[src/rtl/pipeline_fg_fetch.sv]
`default_nettype none
`timescale 1ns/1ps
// ============================================================================
// Module      : pipeline_fg_fetch
// Description : Foreground window fetch stage, directly upstream of the pixel
//               merger. For every background pixel it decides whether the
//               pixel falls inside the foreground window. Window position and
//               downscale come from controls that are shadowed once per frame.
//               For pixels inside the window it issues a fixed-latency
//               framebuffer read. Background, transparency and window flag are
//               delayed so that they leave the stage aligned with the read data.
//
// Ports       : clk, rst_n                  clock, async active-low reset
//               frame_start                 1-cycle pulse, loads ctrl shadows
//               pixel_valid_in, x_in, y_in  input pixel qualifier / position
//               bg_pixel_in                 background pixel
//               ctrl_fg_*                   live overlay controls
//               mem_rd_en, mem_rd_addr      framebuffer read request
//               mem_rd_data                 read data, MEM_LATENCY after request
//               pixel_valid_out, use_fg_pixel_out, bg_pixel_out,
//               fg_pixel_out, transparency_out   aligned outputs to merger
//
// Latency     : input at cycle N -> outputs at N + MEM_LATENCY + 2
// Revision    : 1.0  initial release
// ============================================================================
module pipeline_fg_fetch #(
  parameter int R_WIDTH                = 5,
  parameter int G_WIDTH                = 6,
  parameter int B_WIDTH                = 5,
  parameter int TRANSPARENCY_PRECISION = 3,
  parameter int X_WIDTH                = 11,
  parameter int Y_WIDTH                = 10,
  parameter int FG_WIDTH               = 640,
  parameter int FG_HEIGHT              = 480,
  parameter int ADDR_WIDTH             = 19,
  parameter int MEM_LATENCY            = 2,
  localparam int PIXEL_SIZE            = R_WIDTH + G_WIDTH + B_WIDTH
) (
  input  logic                              clk,
  input  logic                              rst_n,
  input  logic                              frame_start,
  input  logic                              pixel_valid_in,
  input  logic [X_WIDTH-1:0]                x_in,
  input  logic [Y_WIDTH-1:0]                y_in,
  input  logic [PIXEL_SIZE-1:0]             bg_pixel_in,
  input  logic                              ctrl_fg_enable,
  input  logic [1:0]                        ctrl_fg_scale,
  input  logic [X_WIDTH:0]                  ctrl_fg_offset_x,
  input  logic [Y_WIDTH:0]                  ctrl_fg_offset_y,
  input  logic [TRANSPARENCY_PRECISION-1:0] ctrl_fg_transparency,
  output logic                              mem_rd_en,
  output logic [ADDR_WIDTH-1:0]             mem_rd_addr,
  input  logic [PIXEL_SIZE-1:0]             mem_rd_data,
  output logic                              pixel_valid_out,
  output logic                              use_fg_pixel_out,
  output logic [PIXEL_SIZE-1:0]             bg_pixel_out,
  output logic [PIXEL_SIZE-1:0]             fg_pixel_out,
  output logic [TRANSPARENCY_PRECISION-1:0] transparency_out
);

  // Relative coordinates carry one extra bit over the signed offsets so the
  // full range (unsigned screen coord minus signed offset) never wraps.
  localparam int c_rx_w = X_WIDTH + 2;
  localparam int c_ry_w = Y_WIDTH + 2;
  localparam int c_tp_w = TRANSPARENCY_PRECISION;

  // --------------------------------------------------------------------------
  // Per-frame control shadows
  // --------------------------------------------------------------------------
  logic              r_sh_enable;
  logic [1:0]        r_sh_scale;
  logic [X_WIDTH:0]  r_sh_off_x;
  logic [Y_WIDTH:0]  r_sh_off_y;
  logic [c_tp_w-1:0] r_sh_trans;

  // A pixel sampled on the same edge as frame_start still sees the old
  // shadow values, because the shadows only update on that edge.
  always_ff @(posedge clk or negedge rst_n) begin
    if (!rst_n) begin
      r_sh_enable <= 1'b0;
      r_sh_scale  <= 2'd0;
      r_sh_off_x  <= '0;
      r_sh_off_y  <= '0;
      r_sh_trans  <= '0;
    end else if (frame_start) begin
      r_sh_enable <= ctrl_fg_enable;
      r_sh_scale  <= ctrl_fg_scale;
      r_sh_off_x  <= ctrl_fg_offset_x;
      r_sh_off_y  <= ctrl_fg_offset_y;
      r_sh_trans  <= ctrl_fg_transparency;
    end
  end

  // --------------------------------------------------------------------------
  // Stage A: window test and address generation (combinational part)
  // --------------------------------------------------------------------------
  logic [1:0]               w_shift;
  logic [c_rx_w-1:0]        w_win_w;
  logic [c_ry_w-1:0]        w_win_h;
  logic signed [c_rx_w-1:0] w_rx;
  logic signed [c_ry_w-1:0] w_ry;
  logic [c_rx_w-1:0]        w_rx_u;
  logic [c_ry_w-1:0]        w_ry_u;
  logic                     w_rx_in;
  logic                     w_ry_in;
  logic                     w_inside;
  logic [ADDR_WIDTH-1:0]    w_rx_a;
  logic [ADDR_WIDTH-1:0]    w_ry_a;
  logic [ADDR_WIDTH-1:0]    w_addr;

  always_comb begin
    // Scale code 3 is reserved and treated as full size.
    w_shift = (r_sh_scale == 2'd3) ? 2'd0 : r_sh_scale;
    w_win_w = c_rx_w'(FG_WIDTH) >> w_shift;
    w_win_h = c_ry_w'(FG_HEIGHT) >> w_shift;

    w_rx = $signed({2'b00, x_in}) - $signed({r_sh_off_x[X_WIDTH], r_sh_off_x});
    w_ry = $signed({2'b00, y_in}) - $signed({r_sh_off_y[Y_WIDTH], r_sh_off_y});
    w_rx_u = $unsigned(w_rx);
    w_ry_u = $unsigned(w_ry);

    // Sign bit clear means rx >= 0; the unsigned compare then covers < win_w.
    // Off-screen window parts need no clipping: no screen coordinate maps there.
    w_rx_in  = !w_rx[c_rx_w-1] && (w_rx_u < w_win_w);
    w_ry_in  = !w_ry[c_ry_w-1] && (w_ry_u < w_win_h);
    w_inside = pixel_valid_in && r_sh_enable && w_rx_in && w_ry_in;

    // Downscaled window samples every 2^s-th buffer pixel in both directions.
    w_rx_a = ADDR_WIDTH'(w_rx_u);
    w_ry_a = ADDR_WIDTH'(w_ry_u);
    w_addr = ((w_ry_a << w_shift) * ADDR_WIDTH'(FG_WIDTH)) + (w_rx_a << w_shift);
  end

  // --------------------------------------------------------------------------
  // Stage A registers: read request plus pixel side-band
  // --------------------------------------------------------------------------
  logic                  r_rd_en;
  logic [ADDR_WIDTH-1:0] r_rd_addr;
  logic                  r_a_valid;
  logic [PIXEL_SIZE-1:0] r_a_bg;
  logic [c_tp_w-1:0]     r_a_trans;

  always_ff @(posedge clk or negedge rst_n) begin
    if (!rst_n) begin
      r_rd_en   <= 1'b0;
      r_rd_addr <= '0;
      r_a_valid <= 1'b0;
      r_a_bg    <= '0;
      r_a_trans <= '0;
    end else begin
      r_rd_en   <= w_inside;
      // Address holds its last value between reads to avoid needless toggling.
      if (w_inside) begin
        r_rd_addr <= w_addr;
      end
      r_a_valid <= pixel_valid_in;
      r_a_bg    <= bg_pixel_in;
      r_a_trans <= r_sh_trans;
    end
  end

  assign mem_rd_en   = r_rd_en;
  assign mem_rd_addr = r_rd_addr;

  // --------------------------------------------------------------------------
  // Delay line: MEM_LATENCY stages so the last stage lines up with the cycle
  // in which mem_rd_data for the same pixel is valid.
  // --------------------------------------------------------------------------
  logic [MEM_LATENCY-1:0]                 r_d_valid;
  logic [MEM_LATENCY-1:0]                 r_d_inside;
  logic [MEM_LATENCY-1:0][PIXEL_SIZE-1:0] r_d_bg;
  logic [MEM_LATENCY-1:0][c_tp_w-1:0]     r_d_trans;

  always_ff @(posedge clk or negedge rst_n) begin
    if (!rst_n) begin
      r_d_valid  <= '0;
      r_d_inside <= '0;
      r_d_bg     <= '0;
      r_d_trans  <= '0;
    end else begin
      r_d_valid[0]  <= r_a_valid;
      r_d_inside[0] <= r_rd_en;
      r_d_bg[0]     <= r_a_bg;
      r_d_trans[0]  <= r_a_trans;
      for (int i = 1; i < MEM_LATENCY; i++) begin
        r_d_valid[i]  <= r_d_valid[i-1];
        r_d_inside[i] <= r_d_inside[i-1];
        r_d_bg[i]     <= r_d_bg[i-1];
        r_d_trans[i]  <= r_d_trans[i-1];
      end
    end
  end

  // --------------------------------------------------------------------------
  // Output register: capture read data with the aligned side-band. Bubbles
  // present all-zero payload so the merger sees clean data.
  // --------------------------------------------------------------------------
  logic                  w_last_valid;
  logic                  w_last_inside;
  logic                  r_valid_out;
  logic                  r_use_fg;
  logic [PIXEL_SIZE-1:0] r_bg_out;
  logic [PIXEL_SIZE-1:0] r_fg_out;
  logic [c_tp_w-1:0]     r_trans_out;

  assign w_last_valid  = r_d_valid[MEM_LATENCY-1];
  assign w_last_inside = r_d_inside[MEM_LATENCY-1];

  always_ff @(posedge clk or negedge rst_n) begin
    if (!rst_n) begin
      r_valid_out <= 1'b0;
      r_use_fg    <= 1'b0;
      r_bg_out    <= '0;
      r_fg_out    <= '0;
      r_trans_out <= '0;
    end else begin
      r_valid_out <= w_last_valid;
      r_use_fg    <= w_last_inside;
      r_bg_out    <= w_last_valid  ? r_d_bg[MEM_LATENCY-1]    : '0;
      r_fg_out    <= w_last_inside ? mem_rd_data              : '0;
      r_trans_out <= w_last_valid  ? r_d_trans[MEM_LATENCY-1] : '0;
    end
  end

  assign pixel_valid_out  = r_valid_out;
  assign use_fg_pixel_out = r_use_fg;
  assign bg_pixel_out     = r_bg_out;
  assign fg_pixel_out     = r_fg_out;
  assign transparency_out = r_trans_out;

endmodule
`default_nettype wire
[config.mk]
export PLATFORM = sky130hd
export DESIGN_NAME = pipeline_fg_fetch
export DESIGN_NICKNAME = d
export VERILOG_FILES = /design/src/rtl/pipeline_fg_fetch.sv
export SDC_FILE = /design/constraint.sdc
export NUM_CORES = 1
export LEC_CHECK = 0
export CAP_MARGIN = 20
export CORE_ASPECT_RATIO = 1.75
export CORE_MARGIN = 4
export CORE_UTILIZATION = 55
export CTS_BUF_LIST = sky130_fd_sc_hd__clkbuf_8
export CTS_CLUSTER_DIAMETER = 50
export DETAILED_ROUTE_END_ITERATION = 16
export GPL_TIMING_DRIVEN = 0
export PLACE_DENSITY_LB_ADDON = 0.12
export SETUP_SLACK_MARGIN = 0.15
export SLEW_MARGIN = 20
export SYNTH_ARGS = -nofsm -noshare
export SYNTH_HDL_FRONTEND = slang
export SYNTH_SLANG_ARGS = --single-unit
[constraint.sdc]
create_clock -name clk -period 11.92 [get_ports clk]
set_clock_uncertainty 0.1 [all_clocks]
set_input_delay 2.384 -clock clk [delete_from_list [all_inputs] [get_ports clk]]
set_output_delay 2.384 -clock clk [all_outputs]
set_load 0.005 [all_outputs]
Yosys cells after proc, flatten, opt, wreduce, memory -nomap -nowiden:

Index checks and enable logic that the tools add are counted.

* flip-flop bits (word level): 148
* latch bits: 0
* RAM bits: 0
* memory bits (read-only): 0
* output and inout bits: 57
* memories: 0

* $add $sub $neg: 3
* multiply operators: 1
* div/mod/pow operators: 0
* order comparisons: 2
* equality and inequality tests: 1
* shift operators: 4
* multiplexer cells: 4
* bitwise gates (word level): 0
* reductions and logical operators: 7

Operator list (count)
* $mux 16: 2
* $add 19x19->19: 1
* $mul 19x3->12 const B: 1
* $shl 12x2->19: 1
* $shl 13x2->19: 1
* $lt 13x13->1: 1
* $shr 10x2->13 const A: 1
* $sub 12x12->13: 1
* $lt 12x12->1: 1
* $shr 9x2->12 const A: 1
* $sub 11x11->12: 1
* $logic_and 1x1->1: 5
* $mux 3: 1
* $eq 2x2->1 const B: 1
* $logic_not 1->1: 2
* $mux 2: 1

Depth between registers and ports, before layout:

Gate-level depths: netlist (run 1).

* word-level depth: 7
* mapped depth: 22
* gate-level depth less buffers: 22

Worst setup path after synthesis (run 1):

Ideal clock, no wire load.

* kind: input -> register
* start: in y_in[0]
* end: reg r_rd_addr[18], in the netlist mem_rd_addr[18]
* library setup time: 125 ps
* arrival: 6422 ps
* data required time: 11695 ps
* setup slack: 5273 ps
* stages: 22
* path buffers: 0
* path through: inv_1 > ha_1 > fa_1 > nand2b_1 > a21o_1 > nor3b_1 > o22a_1 > a21oi_1 > mux2i_1 > ha_1 > ha_1 > o21ai_0 > nor2_1 > nor2_1 > ha_1 > a21oi_1 > a21oi_1 > nand3_1 > nand2_1 > o311a_1 > xnor3_1 > mux2_2

* cells in the longest elaborated chain, start to end: 4
* elaborated cells on any way between the ends: 8

Ends and longest elaborated chain
* start, declared: RTL line 44 `input logic [Y_WIDTH-1:0] y_in,`
* $sub 11x11->12 *: RTL line 118 `w_ry = $signed({2'b00, y_in}) - $signed({r_sh_off_y[Y_WIDTH], r_sh_off_y});`
* $shl 12x2->19, or another cell as far along: RTL line 131 `w_addr = ((w_ry_a << w_shift) * ADDR_WIDTH'(FG_WIDTH)) + (w_rx_a << w_shift);`
* $mul 19x3->12 / $logic_and 1x1->1 (equally long branches): RTL line 131, 125
* $add 19x19->19 / $logic_and 1x1->1 (equally long branches): RTL line 131, 126
* end signal, assigned: RTL line 154 `r_rd_addr <= w_addr;`
* end, declared: RTL line 138 `logic [ADDR_WIDTH-1:0] r_rd_addr;`

Mark *: on every way between the ends. The rest lies on a longest branch, timed or not.
A chain may end at the register's enable or synchronous reset.

Worst setup path in the final report (run 1):

Same ends and word-level chain as after synthesis.

==> out/results.tsv, run 1 <==
stage	metric	value	unit
logic_synthesis	synthTopCellsByCount	dfrtp_1, ha_1, o21ai_0	
clock_network	cts_sinks	148	
critical_path	worstPathArrival	7.44	ns
critical_path	cpMaxStageDelayCell	fa_1	
die	die_y	161	um
logic_synthesis	syn_nets	787	
logic_synthesis	synthesis.area	7330	um^2
timing	min_period	7.21	ns
route	drt-total-wl	15600	um
global_route	grt_max_degree	94	
critical_path	critPathTopFamily	adder cells	
clock_network	cts_tree	yes	
critical_path	cp_data_required_time	12.16	ns
finish	diodes	0	
clock_network	cts-htree-levels	4	
finish	areaGrowthSynthToFinish	28.3	%
critical_path	startpoint_type	primary input	
logic_synthesis	synthDistinctLibCells	61	
critical_path	setup.worst_path.end_class	flip-flop	
place	gp_congestion	0.867	
global_route	overflow	0	
die	initial_utilization	0.564	
power	combPwrFrac	0.435	
logic_synthesis	synth_top_cell_by_area	dfrtp_1	
critical_path	path_cells	clkdlybuf4s50_1 > inv_1 > ha_1 > fa_1 > nand2b_1 > nand2_1 > a21oi_1 > xnor2_1 > mux2i_1 > mux2i_1 > ha_1 > fa_1 > a21o_1 > a211o_1 > a2111oi_0 > nor3_1 > xnor2_1 > xnor2_1 > xnor3_1 > mux2_2	
route	drtPass1Iterations	6	
global_route	antenna_found_initial	0	
power	ir_worst_vdd	0.0000918	V
critical_path	cp_max_fo	3	
clock_network	cts_post_setup_buffers_inserted	0	
global_route	grt_pass1_vias	5634	
clock_network	clk_latency	0.44	ns
power	switching_power	606	uW
logic_synthesis	synth_flop_cell	dfrtp_1	
timing	rsz0062_at_grt	no	
timing	finalMaxSlewViolations	0	
route	ant_nets	0	
power	seqPwrFrac	0.334	
die	dieArea	15300	um^2
die	rows	55	
timing	tns	0	ns
logic_synthesis	synth_top_area_share	0.505	
clock_network	cts_hold_buf	0	
clock_network	clockBufferDepth	2	
route	dr_total_vias	5163	
critical_path	critPathBufInv	2	
power	swShare	0.353	
logic_synthesis	syn_avg_cell_area	11.5	um^2
place	pre_cts_slack	4.26	ns
timing	fmax	0.139	GHz
critical_path	crit_path_max_incr_delay	0.48	ns
die	io_pins	143	
logic_synthesis	synth_most_common_cell	dfrtp_1	
logic_synthesis	synth_seq_cells	148	
global_route	grt.total_usage	0.218	
route	drtIter0Drc	175	
clock_network	cts_resized	0	
route	drc_errors	0	
logic_synthesis	netlist_instances	637	
status	status	completed	
route	wl_per_cell	15.9	um
finish	finish.instance_area	9410	um^2
critical_path	worstSetupPathType	in -> reg	
place	dp_cells	950	
finish	nets	948	
timing	final_hold_viol_count	0	
finish	drive_above_1_share	0.0974	
place	portBuffers	141	
power	clock_power_share	0.231	
critical_path	crit_top_cell	xnor2_1	
power	internal-power	1.11	mW
timing	tightest_slew	0.729	ns
clock_network	numCtsBuffers	17	
die	dieWidth	95.3	um
die	core-area	13000	um^2
finish	stdcell_count	982	
logic_synthesis	synth-edff-count	0	
clock_network	ctsRootBufferMaster	clkbuf_8	
place	hpwl	12300	um
timing	whs	0.247	ns
power	p_per_area	183	nW/um^2
logic_synthesis	yosys_warnings	0	
job	max_cap_viol_count	0	
timing	setup_viol	0	
timing	fin_ws	4.71	ns
logic_synthesis	synthArstFlopShare	1.00	
place	place_area	8990	um^2
logic_synthesis	synthTopCellsByArea	dfrtp_1, ha_1, and2_1	
timing	finalCritPeriodShare	0.605	
timing	slew_headroom	0.514	
worst_hold_path	min_path_type	reg -> reg	
logic_synthesis	seq_area_frac_synth	0.505	
power	leakage	4.41	nW
clock_network	cts.reportedPaths.clkPinSlew	0.09	ns
global_route	grt_first_pass_wirelength	26000	um
route	via_per_inst	5.26	
==> flip-flops by register name, indices dropped and copies added (netlist names), 2 cells and up <==
| name | flops |
|---|---|
| fg_pixel_out | 16 |
| transparency_out | 3 |
| r_d_inside | 2 |
| bg_pixel_out | 16 |
| r_sh_off_y | 11 |
| r_d_bg | 32 |
| r_sh_off_x | 12 |
| r_d_trans | 6 |
| r_a_bg | 16 |
| r_sh_scale | 2 |
| r_a_trans | 3 |
| r_sh_trans | 3 |
| mem_rd_addr | 19 |
| r_d_valid | 2 |
==> routing by layer <==
metal	vias up	global-route usage	part of all wire
met5	-	0	0
met4	0	0.108	0.037
met3	40	0.0398	0.033
met2	118	0.405	0.57
met1	2457	0.227	0.36
li1	2548	-	-
==> power groups by stage <==
stage / clock network, mW / registers (mW) / logic, mW
6_report: 0.397 / 0.573 / 0.747
5_1_grt: 0.433 / 0.579 / 0.834
4_1_cts: 0.411 / 0.574 / 0.752
3_5_place_dp: 0 / 0.584 / 0.743
3_3_place_gp: 0 / 0.581 / 0.716
2_1_floorplan: 0 / 0.580 / 0.532
==> cell families after synthesis <==
group,Yosys count,share of synthesized area
buffers and inverters,61,0.0345
adders and majority gates,64,0.113
DFF,148,0.505
muxes,50,0.0802
xor gates and xnor gates,28,0.0353
and+or+nand+nor,147,0.110
AOI/OAI and AO/OA,139,0.122
==> layout by cell type, fill, tap and decap left out, types with 7 or more instances in the layout <==
cell,count
o21ai_0,43
a21oi_1,35
nor2_1,17
clkdlybuf4s50_1,140
o21a_1,12
nand2_1,37
mux2i_1,19
clkbuf_1,14
nor3_1,12
dfrtp_1,148
inv_1,42
ha_1,60
mux2_4,10
xor2_1,12
mux2_2,20
clkbuf_8,18
nand2b_1,7
and2_1,39
a21o_1,8
xnor2_1,15
==> worst reg2reg max path, stage by stage, from the launching register on <==
cell and delay (ns):
dfrtp_1 0.39, inv_1 0.08, ha_1 0.31, clkbuf_1 0.41, clkbuf_1 0.41, o21ai_0 0.20, nor2_1 0.33, ha_1 0.32
ha_1 0.24, fa_1 0.42, a21o_1 0.19, a211o_1 0.31, a2111oi_0 0.42, nor3_1 0.13, xnor2_1 0.21, xnor2_1 0.17
xnor3_1 0.34, mux2_2 0.27
==> area by class of cell <==
class | instances | area (um^2)
sequential | 148 | 3700
fill | 903 | 3600
multi-input combinational | 428 | 3380
timing repair buffer | 142 | 1440
clock buffer | 18 | 248
tap | 171 | 214
clock inverter | 14 | 168
inverter | 43 | 161
buffer | 18 | 91.3
==> worst paths after layout <==
| check | from | to | slack [ns] | depth (start not counted) |
|---|---|---|---|---|
| max in group asynchronous | rst_n | fg_pixel_out[11] | 9.19 | 2 |
| worst max register to register | r_sh_scale[1] | mem_rd_addr[18] | 6.56 | 17 |
| worst min register to register | r_d_bg[2] | r_d_bg[18] | 0.25 | 0 |
| min in group asynchronous | rst_n | bg_pixel_out[5] | 1.75 | 1 |
| worst max-delay path | y_in[0] | mem_rd_addr[18] | 4.71 | 20 |
| worst min-delay path | r_d_bg[2] | r_d_bg[18] | 0.25 | 0 |
==> per-stage QoR <==
stage	power [mW]	utilization
6_report	1.72	0.723
5_1_grt	1.85	0.723
4_1_cts	1.74	0.723
3_5_place_dp	1.33	0.691
3_3_place_gp	1.30	0.689
2_1_floorplan	1.11	-
Note: power is estimated with default switching activity, not from simulation.
==> run 2: changes to the inputs <==
--- a/config.mk
+++ b/config.mk
@@ -8,7 +8,7 @@
 export CAP_MARGIN = 20
 export CORE_ASPECT_RATIO = 1.75
 export CORE_MARGIN = 4
-export CORE_UTILIZATION = 55
+export CORE_UTILIZATION = 54
 export CTS_BUF_LIST = sky130_fd_sc_hd__clkbuf_8
 export CTS_CLUSTER_DIAMETER = 50
 export DETAILED_ROUTE_END_ITERATION = 16
==> constraint.sdc (replaced) <==
create_clock -name clk -period 6.64 [get_ports clk]
set_clock_uncertainty 0.1 [all_clocks]
set_input_delay 1.328 -clock clk [delete_from_list [all_inputs] [get_ports clk]]
set_output_delay 1.328 -clock clk [all_outputs]
set_load 0.005 [all_outputs]
==> out/results.tsv, run 2 (synthesized netlist as in run 1, its figures left out) <==
stage	metric	value	unit
critical_path	crit_path_max_incr_delay	0.45	ns
finish	final_util	0.702	
finish	stdcell_count	985	
die	rows	56	
power	ir_worst_vdd	0.000138	V
finish	diodes	0	
place	dp_cells	953	
finish	mostFrequentLayoutCells	dfrtp_1, clkdlybuf4s50_1, ha_1	
finish	drive_above_1_share	0.0974	
critical_path	worstPathArrival	6.38	ns
place	hpwl	12300	um
route	drt-total-wl	15500	um
timing	tightest_slew	0.824	ns
timing	tns	0	ns
critical_path	startpoint_type	primary input	
clock_network	numCtsBuffers	17	
global_route	grt_pass1_vias	5700	
global_route	overflow	0	
clock_network	cts-htree-levels	4	
critical_path	worstSetupPathType	in -> reg	
critical_path	critPathTopFamily	adder cells	
clock_network	ctsRootBufferMaster	clkbuf_8	
clock_network	cts_tree	yes	
die	initial_utilization	0.548	
timing	rsz0062_at_grt	no	
critical_path	crit_top_cell	ha_1	
status	status	completed	
place	portBuffers	141	
die	io_pins	143	
finish	nets	948	
route	drtIter0Drc	156	
critical_path	cpMaxStageDelayCell	clkdlybuf4s50_1	
finish	largest_register	r_d_bg	
die	dieArea	15600	um^2
finish	final_common_cell	dfrtp_1	
die	dieWidth	96.1	um
place	pre_cts_slack	0.0715	ns
critical_path	critPathBufInv	2	
global_route	antenna_found_initial	0	
die	die_y	162	um
die	core-area	13400	um^2
global_route	grt_first_pass_wirelength	25500	um
worst_hold_path	min_path_type	reg -> reg	
power	p_per_area	326	nW/um^2
global_route	grt_max_degree	109	
finish	finish.instance_area	9400	um^2
timing	setup_viol	0	
route	ant_nets	0	
clock_network	cts_post_setup_buffers_inserted	0	
timing	whs	0.244	ns
route	drc_errors	0	
place	gp_congestion	0.855	
route	dr_total_vias	5319	
route	drtPass1Iterations	4	
place	place_area	8990	um^2
timing	fin_ws	0.493	ns
finish	nFillCells	1004	
job	max_cap_viol_count	0	
critical_path	r2r_setup_slack	1.31	ns
finish	areaGrowthSynthToFinish	28.2	%
timing	slew_headroom	0.451	
power	power	3.07	mW
timing	fmax	0.163	GHz
timing	finalCritPeriodShare	0.926	
critical_path	setup.worst_path.end_class	flip-flop	
clock_network	cts.reportedPaths.clkPinSlew	0.09	ns
clock_network	clk_latency	0.44	ns
power	leakage	4.42	nW
timing	final_hold_viol_count	0	
critical_path	cp_data_required_time	6.87	ns
timing	finalMaxSlewViolations	0	
route	wl_per_cell	15.7	um
global_route	grt.total_usage	0.210	
timing	min_period	6.15	ns
clock_network	cts_sinks	148	
finish	largest_register_ffs	32	
critical_path	cp_max_fo	4	
clock_network	clockBufferDepth	2	
route	via_per_inst	5.40	
critical_path	path_cells	clkdlybuf4s50_1 > inv_1 > ha_1 > fa_1 > nand2b_1 > a21o_1 > nor3b_1 > o22a_1 > a21oi_1 > mux2i_1 > ha_1 > ha_1 > o21ai_0 > nor2_1 > nor2_1 > ha_1 > a21oi_1 > a21oi_1 > nand3_1 > nand2_1 > o311a_1 > xnor3_1 > mux2_2	
## run 2: metal layers
layer,GRT usage,wire length (um),vias to the layer above
met5,0,0,-
met4,0.104,633,0
met3,0.0449,738,47
met2,0.392,8570,154
met1,0.212,5520,2560
li1,-,-,2558
## run 2: report_power, final
group / leakage, nW / total (mW) / switching (mW) / internal (mW)
registers: 1.84 / 1.03 / 0.0406 / 0.987
logic: 2.37 / 1.35 / 0.668 / 0.681
clock network: 0.207 / 0.693 / 0.378 / 0.315
total: 4.42 / 3.07 / 1.09 / 1.98
## run 2: final timing paths
kind | startpoint | to | cells past startpoint
setup reg to reg | r_sh_scale[1] | mem_rd_addr[18] | 17
max in group asynchronous | rst_n | fg_pixel_out[8] | 2
hold / removal | r_d_bg[12] | r_d_bg[28] | 0
setup / recovery | y_in[0] | mem_rd_addr[18] | 23
hold reg to reg | r_d_bg[12] | r_d_bg[28] | 0
min in group asynchronous | rst_n | transparency_out[2] | 1
## run 2: final cells by class
class | instances | area (um^2) | area share
inverter | 43 | 161 | 0.0172
clock inverter | 15 | 165 | 0.0176
multi-input combinational | 428 | 3380 | 0.360
tap | 174 | 218 | 0.0232
buffer | 18 | 91.3 | 0.00972
clock buffer | 17 | 234 | 0.0249
timing repair buffer | 142 | 1440 | 0.154
sequential | 148 | 3700 | 0.394
## run 2: worst register-to-register path, cell delays in order, from the launching register on
cell,delay (ns)
dfrtp_1,0.39
inv_1,0.07
ha_1,0.30
clkbuf_1,0.41
clkbuf_1,0.40
o21ai_0,0.20
nor2_1,0.33
ha_1,0.31
ha_1,0.25
fa_1,0.42
a21o_1,0.19
a211o_1,0.31
a2111oi_0,0.41
nor3_1,0.13
xnor2_1,0.23
xnor2_1,0.18
xnor3_1,0.33
mux2_2,0.26
## run 2: repair_timing
item | CTS | global route
setup endpoints to repair | 0 | 1
hold buffers | 0 | 0
resized for setup | 0 | 1
